$ cat src/rtl/rcp_sequencer.sv
// rcp_sequencer: feeds an X/Y operand pair through one shared start/done
// reciprocal device, one operand at a time, and returns both results together
// on a valid/ready port. Zero operands and a device that never answers both
// produce the saturated value nSat, so the tracer is never stalled.
module rcp_sequencer #(
    parameter int M       = 12,
    parameter int N       = 12,
    parameter int TIMEOUT = 15
) (
    input  logic             i_clk,
    input  logic             i_reset,
    input  logic             i_valid,
    output logic             o_ready,
    input  logic [M+N-1:0]   i_x,
    input  logic [M+N-1:0]   i_y,
    input  logic             i_abs,
    output logic             o_rcp_start,
    output logic [M+N-1:0]   o_rcp_data,
    output logic             o_rcp_abs,
    input  logic [M+N-1:0]   i_rcp_data,
    input  logic             i_rcp_sat,
    input  logic             i_rcp_done,
    output logic             o_valid,
    input  logic             i_ready,
    output logic [M+N-1:0]   o_rx,
    output logic [M+N-1:0]   o_ry,
    output logic             o_sat_x,
    output logic             o_sat_y,
    output logic             o_timeout
);

    localparam int W  = M + N;
    localparam int CW = $clog2(TIMEOUT + 1);
    localparam logic [W-1:0] NSAT = {1'b0, {(W-1){1'b1}}};

    typedef enum logic [2:0] {
        IDLE, ISSUE_X, WAIT_X, ISSUE_Y, WAIT_Y, OUT
    } state_t;

    state_t         state, state_nx;
    logic [W-1:0]   x_q, y_q;
    logic           abs_q;
    logic [CW-1:0]  cnt;
    logic [W-1:0]   data_q;     // last operand presented to the device
    logic           rabs_q;     // last abs flag presented to the device
    logic [W-1:0]   cur_op;
    logic           cnt_last;

    // The operand being issued depends only on which ISSUE state we are in.
    assign cur_op   = (state == ISSUE_Y) ? y_q : x_q;
    // The wait window expires on the cycle the counter would reach zero.
    assign cnt_last = (cnt == CW'(1));

    // State register
    always_ff @(posedge i_clk) begin
        if (i_reset) state <= IDLE;
        else         state <= state_nx;
    end

    // Next-state logic; a done in WAIT takes priority over expiry
    always_comb begin
        state_nx = state;
        case (state)
            IDLE:    if (i_valid) state_nx = ISSUE_X;
            ISSUE_X: state_nx = (x_q != '0) ? WAIT_X : ISSUE_Y;
            WAIT_X:  if (i_rcp_done || cnt_last) state_nx = ISSUE_Y;
            ISSUE_Y: state_nx = (y_q != '0) ? WAIT_Y : OUT;
            WAIT_Y:  if (i_rcp_done || cnt_last) state_nx = OUT;
            OUT:     if (i_ready) state_nx = IDLE;
            default: state_nx = IDLE;
        endcase
    end

    // Outputs decoded from state; device operand/abs hold between issues
    always_comb begin
        o_ready     = (state == IDLE);
        o_valid     = (state == OUT);
        o_rcp_start = ((state == ISSUE_X) || (state == ISSUE_Y)) && (cur_op != '0);
        o_rcp_data  = o_rcp_start ? cur_op : data_q;
        o_rcp_abs   = o_rcp_start ? abs_q  : rabs_q;
    end

    // Datapath: operand latch, wait counter, result capture / substitution
    always_ff @(posedge i_clk) begin
        if (i_reset) begin
            x_q       <= '0;
            y_q       <= '0;
            abs_q     <= 1'b0;
            cnt       <= '0;
            data_q    <= '0;
            rabs_q    <= 1'b0;
            o_rx      <= '0;
            o_ry      <= '0;
            o_sat_x   <= 1'b0;
            o_sat_y   <= 1'b0;
            o_timeout <= 1'b0;
        end else begin
            if (o_rcp_start) begin
                data_q <= cur_op;
                rabs_q <= abs_q;
            end
            case (state)
                IDLE: if (i_valid) begin
                    x_q       <= i_x;
                    y_q       <= i_y;
                    abs_q     <= i_abs;
                    o_timeout <= 1'b0;
                end
                ISSUE_X: begin
                    if (x_q != '0) cnt <= CW'(TIMEOUT);
                    else begin
                        o_rx    <= NSAT;
                        o_sat_x <= 1'b1;
                    end
                end
                WAIT_X: begin
                    if (i_rcp_done) begin
                        o_rx    <= i_rcp_data;
                        o_sat_x <= i_rcp_sat;
                    end else if (cnt_last) begin
                        o_rx      <= NSAT;
                        o_sat_x   <= 1'b1;
                        o_timeout <= 1'b1;
                    end else cnt <= cnt - CW'(1);
                end
                ISSUE_Y: begin
                    if (y_q != '0) cnt <= CW'(TIMEOUT);
                    else begin
                        o_ry    <= NSAT;
                        o_sat_y <= 1'b1;
                    end
                end
                WAIT_Y: begin
                    if (i_rcp_done) begin
                        o_ry    <= i_rcp_data;
                        o_sat_y <= i_rcp_sat;
                    end else if (cnt_last) begin
                        o_ry      <= NSAT;
                        o_sat_y   <= 1'b1;
                        o_timeout <= 1'b1;
                    end else cnt <= cnt - CW'(1);
                end
                default: ;
            endcase
        end
    end

endmodule

$ cat config.mk
export PLATFORM = sky130hd
export DESIGN_NAME = rcp_sequencer
export DESIGN_NICKNAME = d
export VERILOG_FILES = /design/src/rtl/rcp_sequencer.sv
export SDC_FILE = /design/constraint.sdc
export NUM_CORES = 1
export LEC_CHECK = 0
export CORE_ASPECT_RATIO = 0.75
export CORE_MARGIN = 2
export CORE_UTILIZATION = 43
export CTS_CLUSTER_SIZE = 16
export DETAILED_ROUTE_END_ITERATION = 6
export MAX_ROUTING_LAYER = met4
export PLACE_DENSITY = 0.76
export SLEW_MARGIN = 20
export SYNTH_ARGS = -nofsm -noshare
export SYNTH_HDL_FRONTEND = slang
export SYNTH_SLANG_ARGS = --single-unit
$ cat constraint.sdc
create_clock -name i_clk -period 1.9 [get_ports i_clk]
set_clock_uncertainty 0.1 [all_clocks]
set_input_delay 0.38 -clock i_clk [delete_from_list [all_inputs] [get_ports i_clk]]
set_output_delay 0.38 -clock i_clk [all_outputs]
set_load 0.02 [all_outputs]
==> impl.org <==
** Status
- Result of the run :: complete, but fails checks
- Violated checks :: negative setup slack

** Die
- Standard cell core area :: 0.01239 mm²
- Rows :: 35
- Once the floorplan was initialized, standard cells occupied 44.52% of the core.
- Die H :: 102.1 µm
- 158 I/O pins were placed.
- Full die area :: 0.01376 mm²
- The floorplan step set the die width to 134.8 µm.

** Detailed routing
- After detailed routing, the total wire length is 21.60 mm.
- Average wire per standard cell :: 19.39 µm
- For this run, design rule violations remaining after detail routing come to 0.
- Detailed routing inserted a total of 6212 vias.
- Number of DRC markers after the initial detailed-route iteration :: 374
- In the routed layout, each cell is associated on average with a via count of 5.576.
- Total iterations of the first detailed-routing run :: 5
- In this run the remaining antenna-violating nets after routing total 0.

** Clock tree
- Clock-pin slew was measured on the worst setup and hold paths at 0.06 ns.
- In this run the deepest clock path goes through 2 buffers.
- # hold bufs at CTS :: 0
- CTS buffer count :: 17
- The H-tree was split into 4 levels.
- TritonCTS built the clock tree.
- The root buffer cell chosen for the clock tree is sky130_fd_sc_hd__clkbuf_16.
- The later pin in the worst-skew pair is clocked with a latency of 0.41 ns.
- The clock drives 132 sinks.

** Synthesis
- Number of flip-flops and latches in the synthesized netlist :: 132
- Summing the areas of all compound-gate instances in the mapped netlist gives 23.27% of the synthesized area.
- Synthesis produced a netlist with a net count of 725.
- Syn. warnings :: 0
- Syn Area/Cell :: 8.568 µm²
- Yosys mapped a number of flops with a built-in enable equal to 0.
- Number of distinct library cells after synthesis :: 43
- For this run, asynchronously set or reset flops after synthesis account for 0%.
- The most used flip-flop cell after synthesis is sky130_fd_sc_hd__dfxtp_1.
- Dominant combinational cell family by area after synthesis :: compound AO/OA/AOI/OAI gates
- XOR/XNOR share of the synthesized area :: 0.3175%
- Multiplexer area fraction after synthesis :: 4.535%
- Adder-Cell Fraction of Synth Area :: 0.4535%
- Syn Inst Count :: 644
- Simple-gate share of the synthesized area :: 16.76%
- Synth Cell Area :: 0.005518 mm²
- Summing the sequential cell areas from Yosys gives 47.89% of the chip area.

** Critical path
- Endpoint type of the worst setup path :: output pin
- Worst flop-to-flop path startpoint :: y_q[5]
- Along the worst path, the maximum fanout reaches 7.
- The number of cells on the worst reg-to-reg path is 10.
- Worst reg2reg path endpoint :: o_ry[19]
- For the worst setup path, the data arrival time is 2.43 ns.
- The setup path with the least slack is of type reg2out.
- Kind of launch point of the worst setup path :: register
- Worst-case register-to-register setup slack :: -0.48 ns
- The largest single stage delay on the critical path is 0.56 ns.
- Cell type of the slowest stage on the worst timing path :: sky130_fd_sc_hd__or4_4
- The signal on the critical path passes through or4_4 -> nor2_4 -> a32oi_4 -> nand2_2 -> inv_4 -> buf_12 -> buf_8 -> a21oi_4 -> buf_6.
- At the worst endpoint, the required time is 1.42 ns.

** Layout
- In the layout the commonest cells are sky130_fd_sc_hd__dfxtp_1, sky130_fd_sc_hd__clkdlybuf4s50_1, sky130_fd_sc_hd__buf_4, sky130_fd_sc_hd__nand2_1, sky130_fd_sc_hd__buf_6.
- Proportion of layout cells with a drive suffix above 1 :: 39.87%
- Growth of design area from synthesis to finish :: 89.18%
- With fillers left out, the area of the finished cells amounts to 0.01044 mm².
- Finished Core Util :: 84.23%
- Leaving out fill and tap cells, the most frequent cell in the layout is sky130_fd_sc_hd__dfxtp_1.
- After the flow finishes, the layout carries non-filler instances totaling 1114.
- N_diodes :: 0
- # nets final :: 1017

** Power and ir drop
- Power per Cell Area :: 1580 mW/mm²
- Worst vdd rail ir drop :: 1.086 mV
- For this design the static power due to leakage is 4.008 nW.
- Tot Pwr :: 16.49 mW

** STA
- Fin crit share :: 153.2%
- The tightest hold path in the finished design has a slack of 0.3671 ns.
- Final hold violation count :: 0
- Final Max Slew Viols :: 0
- Adding up every negative setup slack in the final design gives -46.40 ns.
- Across all setup checks in the final design, the least slack found is -1.011 ns.
- Measured against its own limit, the worst slew margin works out to 54.10%.
- Unrepaired setup endpoints after global routing :: yes
- For the pin with the worst max-slew slack, the measured transition is 0.6885 ns.
- Achievable Freq :: 0.3435 GHz
- Counting I/O delays and the setup requirement, the final critical path takes 2.911 ns.
- Final setup violation count :: 104

** Global route
- The via count of the first global-routing pass is 6309.
- Largest net degree at the start of global routing :: 50
- Overflow after GRT :: 0
- Initial antenna violation count :: 0
- Global routing used 31.02% of the available tracks across all layers.
- First-pass GRT wire length :: 32.19 mm

** Place
- Detailed placement ended at an HPWL of 13.34 mm.
- Inst Count DP :: 1038
- Post-placement cell area :: 0.008601 mm²
- Worst Setup Slack post-DPL :: -0.8989 ns
- IO buf count :: 157
- Routability-driven placement congestion ratio :: 0.8825

** Job
- Across the run, the number of max-cap violations was 0.

** Worst hold path
- Startpoint of the lowest-slack hold path :: abs_q
- Worst min-delay path class :: reg2reg
- WHS Path Cells :: 2
- For hold timing, the worst endpoint is abs_q.
==> synthesized netlist by cell type, types with 2 or more instances <==
cell                       count  area, µm²
sky130_fd_sc_hd__nor3b_1       2      15.01
sky130_fd_sc_hd__a21o_1        2      15.01
sky130_fd_sc_hd__a221oi_1     25      219.0
sky130_fd_sc_hd__nand2b_1      4      25.02
sky130_fd_sc_hd__nor2_1       29      108.9
sky130_fd_sc_hd__a32o_1        2      20.02
sky130_fd_sc_hd__ha_1          2      25.02
sky130_fd_sc_hd__and3_1        2      12.51
sky130_fd_sc_hd__or4_4         2      22.52
sky130_fd_sc_hd__a211oi_1     49      367.9
sky130_fd_sc_hd__a31oi_1       6      37.54
sky130_fd_sc_hd__inv_1        29      108.9
sky130_fd_sc_hd__buf_4         4      30.03
sky130_fd_sc_hd__xnor2_1       2      17.52
sky130_fd_sc_hd__nor4_1       10      62.56
sky130_fd_sc_hd__nand2_1     105      394.1
sky130_fd_sc_hd__and4_1        2      17.52
sky130_fd_sc_hd__dfxtp_1     132       2643
sky130_fd_sc_hd__a21oi_1     103      515.5
sky130_fd_sc_hd__nor2b_1      27      168.9
sky130_fd_sc_hd__buf_2        11      55.05
sky130_fd_sc_hd__nor3_1        7      35.03
sky130_fd_sc_hd__nand3_1       3      15.01
sky130_fd_sc_hd__mux2i_1      25      250.2
sky130_fd_sc_hd__and2_1        2      12.51
sky130_fd_sc_hd__o21ai_0       2      10.01
sky130_fd_sc_hd__clkbuf_1     37      138.9
sky130_fd_sc_hd__buf_6         3      33.78
==> power by group <==
part | total (mW) | internal, mW | switching (mW) | leakage [nW]
sequential | 3.88 | 3.42 | 0.454 | 1.08
clock | 3.56 | 2.35 | 1.21 | 0.316
combinational | 9.05 | 4.52 | 4.54 | 2.61
==> timing repair <==
action,4_1_cts,5_1_grt
cloned,5,0
gates resized for setup,252,61
pin swaps,28,21
endpoints found under the setup margin,102,112
buffers inserted,29,12
==> area by class of cell <==
type	instances	area (µm²)
repair buffers	329	3328
flip-flops and latches	132	2653
clock inverters	13	207.7
multi-input cells	426	3488
inverters	30	115.1
clock buffers	18	439.2
fillers	617	1954
well taps	166	207.7
==> cells by family after synthesis <==
group	Yosys count
muxes	25
buffers and inverters	86
adders and majority gates	2
AOI/OAI and AO/OA	198
and+or+nand+nor	199
DFF	132
xor gates and xnor gates	2
==> routing by layer <==
metal	wire [µm]	global-route usage (%)	part of all wire (%)
met1	9131	38.41	42
met5	0	-	0
met4	446	10.04	2.1
met2	10920	51.74	51
met3	1101	5.655	5.1
==> flip-flops by register name, summed over array words and instances (netlist names), 3 cells and up <==
| name | cells |
|---|---|
| o_ry | 24 |
| state | 3 |
| cnt | 4 |
| data_q | 24 |
| o_rx | 24 |
| x_q | 24 |
| y_q | 24 |
==> worst max-delay path, delay by kind of cell (launching register included) <==
family / cells / cell delay [ns]
AND/OR/NAND/NOR: 3 / 0.88
AO/OA/AOI/OAI: 2 / 0.30
buffers and inverters: 4 / 0.49
flip-flops: 1 / 0.34
==> worst max path at each step <==
stage          slack (ns)  startpoint              to
6_report            -1.01      y_q[5]   o_rcp_data[5]
5_1_grt             -1.03      y_q[5]   o_rcp_data[5]
4_1_cts             -0.90      y_q[4]  o_rcp_data[10]
3_5_place_dp        -0.90      y_q[3]   o_rcp_data[2]
3_3_place_gp        -0.80      y_q[3]   o_rcp_data[3]
2_1_floorplan       -0.29      y_q[3]  o_rcp_data[14]
Note: power is estimated with default switching activity, not from simulation.
